===== config.mk =====
export PLATFORM = sky130hd
export DESIGN_NAME = vga_scan_ctrl
export DESIGN_NICKNAME = d
export VERILOG_FILES = /design/src/rtl/vga_timing_pkg.sv /design/src/rtl/vga_pix_div.sv /design/src/rtl/vga_scan_ctrl.sv
export SDC_FILE = /design/constraint.sdc
export NUM_CORES = 1
export LEC_CHECK = 0
export BUFFER_PORTS_ARGS = -buffer_cell sky130_fd_sc_hd__buf_4
export CORE_MARGIN = 1.5
export CORE_UTILIZATION = 50
export DETAILED_ROUTE_END_ITERATION = 6
export PLACE_DENSITY = 0.78
export REMOVE_ABC_BUFFERS = 1
export SKIP_LAST_GASP = 1
export SYNTH_ARGS = -nofsm -noshare
export SYNTH_HDL_FRONTEND = slang
export SYNTH_SLANG_ARGS = --single-unit

===== constraint.sdc =====
create_clock -name clk -period 2.1 [get_ports clk]
set_input_delay 0.42 -clock clk [delete_from_list [all_inputs] [get_ports clk]]
set_output_delay 0.42 -clock clk [all_outputs]
set_load 0.03 [all_outputs]

===== src/rtl/vga_timing_pkg.sv =====
// Timing constants and pixel type shared by the VGA scan path.
package vga_timing_pkg;

    // 640x480@60 from a 100 MHz system clock
    localparam int   VGA_CLK_DIV  = 4;
    localparam int   VGA_H_ACTIVE = 640;
    localparam int   VGA_H_FP     = 16;
    localparam int   VGA_H_SYNC   = 96;
    localparam int   VGA_H_BP     = 48;
    localparam int   VGA_V_ACTIVE = 480;
    localparam int   VGA_V_FP     = 10;
    localparam int   VGA_V_SYNC   = 2;
    localparam int   VGA_V_BP     = 33;
    localparam logic VGA_SYNC_POL = 1'b0;

    // Derived line/frame geometry
    localparam int VGA_H_TOTAL  = VGA_H_ACTIVE + VGA_H_FP + VGA_H_SYNC + VGA_H_BP;
    localparam int VGA_V_TOTAL  = VGA_V_ACTIVE + VGA_V_FP + VGA_V_SYNC + VGA_V_BP;
    localparam int VGA_HS_START = VGA_H_ACTIVE + VGA_H_FP;
    localparam int VGA_HS_END   = VGA_HS_START + VGA_H_SYNC;
    localparam int VGA_VS_START = VGA_V_ACTIVE + VGA_V_FP;
    localparam int VGA_VS_END   = VGA_VS_START + VGA_V_SYNC;

    // 4 bits each of red, green, blue packed as {r, g, b}
    typedef logic [11:0] rgb444_t;

endpackage


===== src/rtl/vga_pix_div.sv =====
// Pixel-rate divider: one-clock tick every CLK_DIV system clocks.
module vga_pix_div
    import vga_timing_pkg::*;
#(
    parameter int CLK_DIV = VGA_CLK_DIV
) (
    input  logic clk,
    input  logic rst,
    output logic o_tick
);

    localparam int            DW       = (CLK_DIV > 1) ? $clog2(CLK_DIV) : 1;
    localparam logic [DW-1:0] DIV_LAST = DW'(CLK_DIV - 1);

    logic [DW-1:0] div;

    // Free-running modulo-CLK_DIV counter, restarted by reset
    always_ff @(posedge clk) begin
        if (rst) begin
            div <= '0;
        end else if (div == DIV_LAST) begin
            div <= '0;
        end else begin
            div <= div + DW'(1);
        end
    end

    assign o_tick = (div == DIV_LAST);

endmodule


===== src/rtl/vga_scan_ctrl.sv =====
// VGA scan controller: pixel/line counters, address to graphics, sync
// decode and a single output register so RGB, HS, VS and active all
// change on the same edge, one pixel period after the address.
module vga_scan_ctrl
    import vga_timing_pkg::*;
#(
    parameter int   CLK_DIV  = VGA_CLK_DIV,
    parameter int   H_ACTIVE = VGA_H_ACTIVE,
    parameter int   H_FP     = VGA_H_FP,
    parameter int   H_SYNC   = VGA_H_SYNC,
    parameter int   H_BP     = VGA_H_BP,
    parameter int   V_ACTIVE = VGA_V_ACTIVE,
    parameter int   V_FP     = VGA_V_FP,
    parameter int   V_SYNC   = VGA_V_SYNC,
    parameter int   V_BP     = VGA_V_BP,
    parameter logic SYNC_POL = VGA_SYNC_POL
) (
    input  logic       clk,
    input  logic       rst,
    input  logic [3:0] i_r,
    input  logic [3:0] i_g,
    input  logic [3:0] i_b,
    output logic [9:0] o_x_read,
    output logic [9:0] o_y_read,
    output logic [3:0] o_r,
    output logic [3:0] o_g,
    output logic [3:0] o_b,
    output logic       o_hs,
    output logic       o_vs,
    output logic       o_active,
    output logic       o_frame_tick
);

    localparam int H_TOTAL = H_ACTIVE + H_FP + H_SYNC + H_BP;
    localparam int V_TOTAL = V_ACTIVE + V_FP + V_SYNC + V_BP;

    localparam logic [9:0] H_LAST     = 10'(H_TOTAL - 1);
    localparam logic [9:0] V_LAST     = 10'(V_TOTAL - 1);
    localparam logic [9:0] H_VIS      = 10'(H_ACTIVE);
    localparam logic [9:0] V_VIS      = 10'(V_ACTIVE);
    localparam logic [9:0] V_VIS_LAST = 10'(V_ACTIVE - 1);
    localparam logic [9:0] HS_START   = 10'(H_ACTIVE + H_FP);
    localparam logic [9:0] HS_END     = 10'(H_ACTIVE + H_FP + H_SYNC);
    localparam logic [9:0] VS_START   = 10'(V_ACTIVE + V_FP);
    localparam logic [9:0] VS_END     = 10'(V_ACTIVE + V_FP + V_SYNC);

    logic    pix_tick;
    logic [9:0] h;
    logic [9:0] v;
    logic    act;
    logic    in_hs;
    logic    in_vs;
    rgb444_t pix_in;
    rgb444_t rgb;

    vga_pix_div #(
        .CLK_DIV (CLK_DIV)
    ) u_div (
        .clk    (clk),
        .rst    (rst),
        .o_tick (pix_tick)
    );

    // Decode of the pixel addressed during the current period
    always_comb begin
        act    = (h < H_VIS) && (v < V_VIS);
        in_hs  = (h >= HS_START) && (h < HS_END);
        in_vs  = (v >= VS_START) && (v < VS_END);
        pix_in = {i_r, i_g, i_b};
    end

    // Scan counters plus pin register; everything advances on pix_tick only
    always_ff @(posedge clk) begin
        if (rst) begin
            h            <= '0;
            v            <= '0;
            rgb          <= '0;
            o_active     <= 1'b0;
            o_hs         <= ~SYNC_POL;
            o_vs         <= ~SYNC_POL;
            o_frame_tick <= 1'b0;
        end else begin
            // Frame tick marks the last visible pixel leaving: entry to vblank
            o_frame_tick <= pix_tick && (h == H_LAST) && (v == V_VIS_LAST);
            if (pix_tick) begin
                rgb      <= act ? pix_in : '0;
                o_active <= act;
                o_hs     <= in_hs ? SYNC_POL : ~SYNC_POL;
                o_vs     <= in_vs ? SYNC_POL : ~SYNC_POL;
                if (h == H_LAST) begin
                    h <= '0;
                    v <= (v == V_LAST) ? '0 : v + 10'd1;
                end else begin
                    h <= h + 10'd1;
                end
            end
        end
    end

    // The counters are themselves the registered read address
    assign o_x_read = h;
    assign o_y_read = v;
    assign o_r      = rgb[11:8];
    assign o_g      = rgb[7:4];
    assign o_b      = rgb[3:0];

endmodule


==> flow_summary.toml <==
[setup_path]
cp.required_ns = 2.38
r2r_start = "o_x_read[0]"
timing.reg2reg.setup_slack_ns = 0.16
crit_start = "o_x_read[0]"
r2r_cells = 5
path_class = "flip-flop to flip-flop"
critPathArrivalTime_ns = 2.22
worst-path-max-fanout = 14
endpoint_kind = "flip-flop"
start_kind = "flip-flop"
r2r_end = "o_y_read[8]"

[timing]
final-hold-violation-count = 0
clock.fmax_ghz = 0.515
layout_setup_ws_ns = 0.158
slew_headroom_pct = 44.3
slew_violations = 0
setup_viol = 0
period_minus_slack_ns = 1.94
worst_pin_slew_ns = 0.832
skew_ns = 0.00765
fin_tns_setup_ns = 0
final.period_utilization_pct = 92.5
rsz0062_at_grt = "false"
holdWs_ns = 0.281

[place]
place_inst = 262
gp_congestion = 0.847
place_area_sq_um = 2040
dp_hpwl_mm = 2.56
port_buffers = 49
dp_slack_ns = 0.144

[route]
vias = 1509
ant_nets = 0
viasPerCell = 5.51
drt_iter0_markers = 55
wl_per_cell_um = 13.5
post-route-drc-count = 0
drt_pass1_iterations = 4
routed_wl_mm = 3.69

[layout]
layout-drive-gt1-share_pct = 28.3
utilization_pct = 69.4
layout.nets = 248
postLayoutCellArea_sq_um = 2140
stdcell_count = 274
diodes = 0
syn_to_final_growth_pct = 30.7
fillers = 261

[cts]
clockBufferDepth = 2
cts_tree = "yes"
clock-sinks = 38
htree_levels = 2
ctsResizeCount = 0
cts_buffers = 5
clk_pin_slew_worst_paths_ns = 0.12
clock-root-buffer = "clkbuf_4"
insertion_delay_ns = 0.35

[logic_synthesis]
synthAdderAreaFrac_pct = 3.83
synth_edf_count = 0
postSynth.topFlopCell = "dfxtp_1"
ys_ff_latch = 38
yosysSeqAreaShare_pct = 46.6
synth-xor-area-share_pct = 4.82
synthSimpleGateAreaFrac_pct = 25.3
netlist_instances = 173
synth.area.mux_share_pct = 0
syn_area_sq_um = 1630
yosysWarnings = 0
ys_async_sr_fraction_pct = 0
synth_top_family_by_area = "simple AND/OR/NAND/NOR gates"
synth-compound-area-share_pct = 16.1
yosys.cell_types.count = 35
avgSynthCellArea_sq_um = 9.45

[run_status]
outcome = "completed"

[grt]
grtUsageTotal_pct = 22.0
grt_start_max_net_pins = 20
grt.overflow.total = 0
grt_pass1_wl_mm = 5.91
grt_pass1_vias = 1309
antenna_found_initial = 0

[floorplan]
core_sq_um = 3080
start_util_pct = 53.1
io_pins = 50
die_area_sq_um = 3620
rows = 20
die_height_um = 60.2
die_x_um = 60.2

[power]
total_power_mw = 1.26
peakVddDrop_mv = 0.361
p_per_area_nw_per_um2 = 590
total_leakage_power_nw = 0.876

[min_path]
whs_endpoint = "rgb[5]"
whs_path_depth = 2
min_path_type = "input pin to flip-flop"
hold_start = "i_g[1]"

[flow_run]
drv_cap = 0
==> kinds of logic (layout without fill, tap and decap cells) <==
kind of cell / Yosys count / count (layout)
buffers and inverters: 13 / 70
DFF: 38 / 38
xor gates and xnor gates: 9 / 9
AOI/OAI and AO/OA: 37 / 37
and+or+nand+nor: 71 / 71
adders and majority gates: 5 / 5
==> critical path: stages, from the launching register on <==
cell	delay, ns
dfxtp_1	0.44
ha_1	0.24
and3_1	0.27
nand4_4	0.22
or4_1	0.56
a21oi_1	0.14
==> registers in the layout (all words and copies together) (netlist names) <==
name	flops
o_active	1
o_frame_tick	1
o_hs	1
o_vs	1
o_x_read	10
o_y_read	10
rgb	12
u_div.div	2
==> how the worst max path moves through the flow <==
stage,slack [ns],end,cells past startpoint
floorplan,0.09,o_y_read[8],5
global placement,0.24,o_y_read[9],5
detailed placement,0.14,o_y_read[6],5
CTS,0.10,o_y_read[6],5
global route,0.05,o_y_read[7],5
finish,0.16,o_y_read[8],5
==> per-layer routing <==
| layer | share of wire (%) | up-vias | wire length, um | global-route usage, % |
|---|---|---|---|---|
| met5 | 0 | - | 0 | 0 |
| met4 | 1.8 | 0 | 65 | 10.5 |
| met3 | 5.8 | 7 | 214 | 5.19 |
| met2 | 46 | 54 | 1700 | 32.6 |
| met1 | 46 | 701 | 1710 | 29.9 |
| li1 | - | 747 | - | - |
==> power by group <==
part	internal, mW	switching (mW)	total [mW]
Sequential	0.738	0.0105	0.749
Combinational	0.0489	0.0613	0.110
Clock	0.161	0.241	0.402
Total	0.948	0.313	1.26
==> repair_timing <==
item | in CTS | in global routing
hold buffers | 0 | 0
setup endpoints to repair | 0 | 5
buffers inserted | 0 | 4
==> synthesized netlist by cell type (5+ instances only) <==
cell type	count	area, sq um
nand2_1	12	45.0
ha_1	5	62.6
or4_1	5	37.5
o31ai_1	5	37.5
nand3_1	9	45.0
dfxtp_1	38	761
inv_1	7	26.3
a22o_1	12	105
xnor2_1	5	43.8
nor2_1	15	56.3
clkbuf_1	5	18.8
nand4_1	6	37.5
a21oi_1	10	50.1
==> cell usage in the layout (no fill, tap or decap), drive strengths merged, types with 2 or more instances in the layout <==
master	n
clkbuf	6
nand4	7
and3	2
xor2	4
nor2	15
nand3	9
nand2b	4
or3	2
inv	7
and4	2
a22o	12
ha	5
nand2	12
and2	2
xnor2	5
a21oi	10
dfxtp	38
buf	55
o31ai	5
or4	5
o21ai	4
nor4	2
nor3	4
==> area by class of cell <==
class | instances | area [sq um] | area share [%]
Clock buffer | 6 | 51.3 | 2.40
Clock inverter | 2 | 12.5 | 0.586
Inverter | 7 | 26.3 | 1.23
Multi-Input combinational cell | 122 | 817 | 38.3
Sequential cell | 38 | 761 | 35.6
Tap cell | 44 | 55.1 | 2.58
Timing Repair Buffer | 55 | 413 | 19.3
(Power assumes the default switching activity.)
